$ cat src/rtl/mdu_iterative.sv
// Iterative unsigned multiply/divide unit: shift-add multiply and restoring divide,
// one bit per cycle, with a start/busy/done handshake and a fixed DATAWIDTH-cycle latency.
module mdu_iterative #(
  parameter int DATAWIDTH = 32
) (
  input  logic                 clk,
  input  logic                 rst,
  input  logic                 start,
  input  logic [1:0]           op,
  input  logic [DATAWIDTH-1:0] op_a,
  input  logic [DATAWIDTH-1:0] op_b,
  output logic                 busy,
  output logic                 done,
  output logic [DATAWIDTH-1:0] result,
  output logic                 div_by_zero
);

  // state | meaning
  // IDLE  | waiting for start
  // RUN   | iterating, one bit per cycle for DATAWIDTH cycles
  // DONE  | result valid for one cycle; start here is accepted back-to-back

  localparam int W  = DATAWIDTH;
  localparam int CW = $clog2(DATAWIDTH);

  localparam logic [1:0] OP_MUL   = 2'b00;
  localparam logic [1:0] OP_MULHU = 2'b01;
  localparam logic [1:0] OP_DIVU  = 2'b10;

  typedef enum logic [1:0] {IDLE, RUN, DONE} state_t;

  state_t          state, state_nxt;
  logic [CW-1:0]   cnt;
  logic [1:0]      op_q;
  logic [W-1:0]    a_q;
  logic [W-1:0]    b_q;
  logic [2*W-1:0]  acc;
  logic            accept;
  logic            last;

  logic [W:0]      mul_sum;
  logic [2*W-1:0]  mul_acc;
  logic [W:0]      div_shift;
  logic [W:0]      div_diff;
  logic            div_ge;
  logic [W:0]      div_rem;
  logic [W-1:0]    div_quo;
  logic [W-1:0]    res_sel;

  assign accept = start && (state != RUN);
  assign last   = (state == RUN) && (cnt == CW'(W - 1));
  assign busy   = (state == RUN);
  assign done   = (state == DONE);

  always_ff @(posedge clk) begin
    if (rst) state <= IDLE;
    else     state <= state_nxt;
  end

  always_comb begin
    state_nxt = state;
    case (state)
      IDLE:    if (start) state_nxt = RUN;
      RUN:     if (last)  state_nxt = DONE;
      DONE:    state_nxt = start ? RUN : IDLE;
      default: state_nxt = IDLE;
    endcase
  end

  // Multiply: acc holds {partial product high, multiplier-shifted low}; b_q supplies bits LSB-first.
  // Divide: acc[W:0] is the partial remainder; a_q shifts the dividend out and the quotient in.
  // A zero divisor naturally yields an all-ones quotient and remainder equal to the dividend.
  always_comb begin
    mul_sum   = {1'b0, acc[2*W-1:W]} + (b_q[0] ? {1'b0, a_q} : {(W+1){1'b0}});
    mul_acc   = {mul_sum, acc[W-1:1]};
    div_shift = {acc[W-1:0], a_q[W-1]};
    div_diff  = div_shift - {1'b0, b_q};
    div_ge    = ~div_diff[W];
    div_rem   = div_ge ? div_diff : div_shift;
    div_quo   = {a_q[W-2:0], div_ge};
    case (op_q)
      OP_MUL:   res_sel = mul_acc[W-1:0];
      OP_MULHU: res_sel = mul_acc[2*W-1:W];
      OP_DIVU:  res_sel = div_quo;
      default:  res_sel = div_rem[W-1:0];
    endcase
  end

  always_ff @(posedge clk) begin
    if (rst) begin
      cnt         <= '0;
      op_q        <= '0;
      a_q         <= '0;
      b_q         <= '0;
      acc         <= '0;
      result      <= '0;
      div_by_zero <= 1'b0;
    end else if (accept) begin
      cnt  <= '0;
      op_q <= op;
      a_q  <= op_a;
      b_q  <= op_b;
      acc  <= '0;
    end else if (state == RUN) begin
      cnt <= cnt + 1'b1;
      if (op_q[1]) begin
        acc <= {{(W-1){1'b0}}, div_rem};
        a_q <= div_quo;
      end else begin
        acc <= mul_acc;
        b_q <= b_q >> 1;
      end
      if (last) begin
        result      <= res_sel;
        div_by_zero <= op_q[1] && (b_q == '0);
      end
    end
  end

endmodule

$ cat config.mk
export PLATFORM = sky130hd
export DESIGN_NAME = mdu_iterative
export DESIGN_NICKNAME = d
export VERILOG_FILES = /design/src/rtl/mdu_iterative.sv
export SDC_FILE = /design/constraint.sdc
export NUM_CORES = 1
export LEC_CHECK = 0
export CAP_MARGIN = 30
export CORE_UTILIZATION = 39
export CTS_BUF_LIST = sky130_fd_sc_hd__clkbuf_16
export DETAILED_ROUTE_END_ITERATION = 7
export GPL_ROUTABILITY_DRIVEN = 0
export GPL_TIMING_DRIVEN = 1
export PLACE_DENSITY = 0.59
export RECOVER_POWER = 100
export REMOVE_ABC_BUFFERS = 1
export SETUP_SLACK_MARGIN = 0.2
export SLEW_MARGIN = 20
export SYNTH_ARGS = -nofsm -noshare
export SYNTH_HDL_FRONTEND = slang
export SYNTH_SLANG_ARGS = --single-unit
$ cat constraint.sdc
create_clock -name clk -period 5.03 [get_ports clk]
set_input_delay 0.503 -clock clk [delete_from_list [all_inputs] [get_ports clk]]
set_output_delay 0.503 -clock clk [all_outputs]
set_load 0.02 [all_outputs]
==> run_results.csv <==
group,metric,value,unit
run_status,run_status,"finished with violations",
run_status,violated_checks,"max-capacitance violations, max-slew violations",
place,placement.io_buffers,103,
layout,drive_gt1_frac,0.0506,
yosys,synth.area.top_cells,"dfxtp_1 29%, ha_1 7.3%, nor2_1 6.7%, nand2_1 5.8%, a21oi_1 4.8%",
setup_path,cp_data_arrival_time,4.94,ns
place,detailed_place.area,12900,µm²
timing,hold_viol,0,
clock_tree,cts-htree-levels,4,
timing,setup_violations,0,
power,post-layout-total-power,3.63,mW
timing,final_min_period_over_clock_period,0.924,
detailed_routing,final_antenna_net_count,0,
floorplan,die_y,175,µm
power,irDropWorstVdd,0.233,mV
grt,globalRouteOverflowTotal,0,
yosys,cell_type_with_the_highest_aggregate_area_in_the_netlist,"dfxtp_1",
setup_path,crit_path_start_kind,"register",
clock_tree,numClockSinks,170,
grt,grt.total_usage,0.266,
yosys,synth_area,11600,µm²
setup_path,crit_type,"reg -> reg",
detailed_routing,post-route-drc-count,0,
setup_path,endpoint_kind,"register",
yosys,synth_largest_type_area_fraction,0.292,
floorplan,die_w,175,µm
timing,slew_headroom,-0.561,
yosys,synth.ff_latch_count,170,
hold_path,min-delay-path-class,"reg -> reg",
yosys,ys_async_sr_fraction,0,
detailed_routing,routed_via_density,5.98,
floorplan,fp-row-count,62,
floorplan,floorplan.core_area,29000,µm²
layout,finish.utilization,0.465,
yosys,ys.warnings.count,0,
power,pwr_density_cell,269,nW/µm²
timing,fin_skew,0.0122,ns
layout,area_growth_syn_to_layout,15.8,%
detailed_routing,wirelength,40800,µm
grt,grt_pass1_vias,11306,
power,power_leakage,5.37,nW
setup_path,cp_cell_sequence,"inv_1 -> ha_1 -> inv_1 -> fa_1 -> a211oi_2 -> o21a_2 -> a211oi_2 -> o21a_1 -> a221oi_4 -> o31ai_1 -> a21o_1 -> a21oi_1 -> o21ai_0 -> ha_2 -> buf_6 -> mux2_1 -> mux4_2 -> mux2i_1 -> nor2_1",
setup_path,critical_path.max_fanout,27,
yosys,avgSynthCellArea,7.49,µm²
detailed_routing,num_vias,11864,
clock_tree,worst_skew_pair.late_latency,0.44,ns
timing,finalCriticalPeriod,4.65,ns
floorplan,initial_core_util,0.402,
yosys,synth_top_flop_cell,"dfxtp_1",
layout,fin_area,13500,µm²
place,post-dp-hpwl,28800,µm
yosys,synth-edff-count,0,
yosys,syn_inst,1556,
floorplan,io-pin-count,104,
timing,max_freq,0.215,GHz
clock_tree,cts_root_buffer,"clkbuf_16",
run,cap_viol_max_count,3,
setup_path,cpPeakStageDelay,0.48,ns
clock_tree,cts_made_buffers,17,
floorplan,dieArea,30600,µm²
layout,antenna_cells_inserted,0,
detailed_routing,wl_per_cell,20.5,µm
timing,rsz0062_at_grt,"yes",
setup_path,timing.critical_path.slowest_stage_cell,"mux4_2",
timing,worst_slew_pin_slew,2.34,ns
setup_path,critical_path_required,5.33,ns
clock_tree,cts.reportedPaths.clkPinSlew,0.07,ns
layout,fin_nets,1727,
yosys,synth_sequential_area_ratio,0.292,
timing,drv_slew,157,
clock_tree,clock_tree.buffer_depth,2,
yosys,synth_cell_types,80,
clock_tree,cts_tree,"yes",
detailed_routing,dr.first_iter.drc_count,1058,
grt,wire_length_of_the_first_global_routing_pass,63600,µm
grt,grt_start_max_net_pins,76,
grt,grt_antenna_before_repair,0,
detailed_routing,drtPass1Iterations,5,
clock_tree,postCtsSetupRepairBufs,0,
[area by class of cell]
| type | count | area [µm²] |
|---|---|---|
| Sequential cell | 170 | 3410 |
| Clock inverter | 15 | 136 |
| Fill cell | 2969 | 15500 |
| Tap cell | 384 | 480 |
| Inverter | 54 | 206 |
| Timing Repair Buffer | 127 | 1210 |
| Multi-Input combinational cell | 1218 | 7620 |
| Clock buffer | 17 | 425 |
[worst max-delay path, delay by kind of cell, from the launching register on]
family | cells | cell delay [ns]
buf+inv | 3 | 0.37
simple gates | 1 | 0.05
fa+ha+maj | 3 | 0.97
flops | 1 | 0.34
mux | 3 | 1.02
compound gates | 9 | 1.76
[synth_stat cells, drive strengths merged, types with 3 or more instances]
cell,n
nor3,48
or3,5
and3,7
a21o,30
nor4,15
a21oi,111
nor2b,11
o21ai,84
a311oi,37
a221oi,5
clkbuf,91
o21bai,9
nor2,209
a2111oi,3
a21boi,3
mux2i,24
and2,37
o211ai,29
o221ai,6
xor2,17
o2111ai,4
or2,7
nand2,180
a22o,5
inv,52
nand2b,9
mux2,7
a41oi,3
a221o,3
o31ai,6
xnor2,34
a31oi,22
a32o,4
dfxtp,170
ha,68
a211oi,52
buf,23
o22ai,4
a22oi,24
o31a,4
o21a,14
a211o,5
nand4,14
nand3,35
[power breakdown]
| group | internal (mW) | total [mW] | switching (mW) |
|---|---|---|---|
| logic | 0.316 | 0.835 | 0.519 |
| registers | 1.40 | 1.47 | 0.0698 |
| clock network | 0.723 | 1.32 | 0.601 |
| total | 2.44 | 3.63 | 1.19 |
[layout by cell type (no fill, tap or decap), types with 35 or more instances in the layout]
cell / instances
a211oi_1: 49
a21oi_1: 111
a311oi_1: 36
and2_1: 35
clkdlybuf4s50_1: 67
dfxtp_1: 169
dlygate4sd3_1: 35
ha_1: 67
inv_1: 54
nand2_1: 179
nand3_1: 35
nor2_1: 207
nor3_1: 48
o21ai_0: 80
[per-stage QoR]
stage | setup slack (ns) | hold slack, ns | cells | TNS (ns)
final | 0.385 | 0.458 | 1985 | 0
after global routing | 0.0957 | 0.482 | 1985 | 0
after CTS | 0.276 | 0.464 | 1984 | 0
after detailed placement | 0.326 | 0.454 | 1952 | 0
after global placement | 0.399 | 0.446 | 1952 | 0
after floorplan | -0.820 | 0.426 | 1442 | -21.68
[cells by family after synthesis]
kind of cell,share of synthesized area
muxes,0.0319
buffers and inverters,0.0557
DFF,0.292
adders and majority gates,0.0765
xor gates and xnor gates,0.0383
and+or+nand+nor,0.225
AOI/OAI and AO/OA,0.280
[state kept, by name (all words and copies together) (netlist names)]
register     count
result          32
div_by_zero      1
b_q             32
acc             64
op_q             2
a_q             32
cnt              5
state            2
[worst paths after layout]
path | slack [ns] | from | end | cells past startpoint
worst max register to register | 0.38 | a_q[31] | result[4] | 19
worst min register to register | 0.46 | result[0] | result[0] | 2
worst max-delay path | 0.38 | a_q[31] | result[4] | 19
worst min-delay path | 0.46 | result[0] | result[0] | 2
[routing by layer]
metal  share of wire  vias to the layer above  global-route usage
li1                -                     5671                   -
met1            0.46                     5655               0.362
met2            0.45                      457               0.432
met3           0.061                       81              0.0355
met4           0.027                        0              0.0870
met5               0                        -                   0
[timing repair]
| item | 4_1_cts | 5_1_grt |
|---|---|---|
| hold buffers | 0 | 0 |
| setup endpoints to repair | 0 | 16 |
| resized for setup | 0 | 6 |
(Power assumes the default switching activity.)
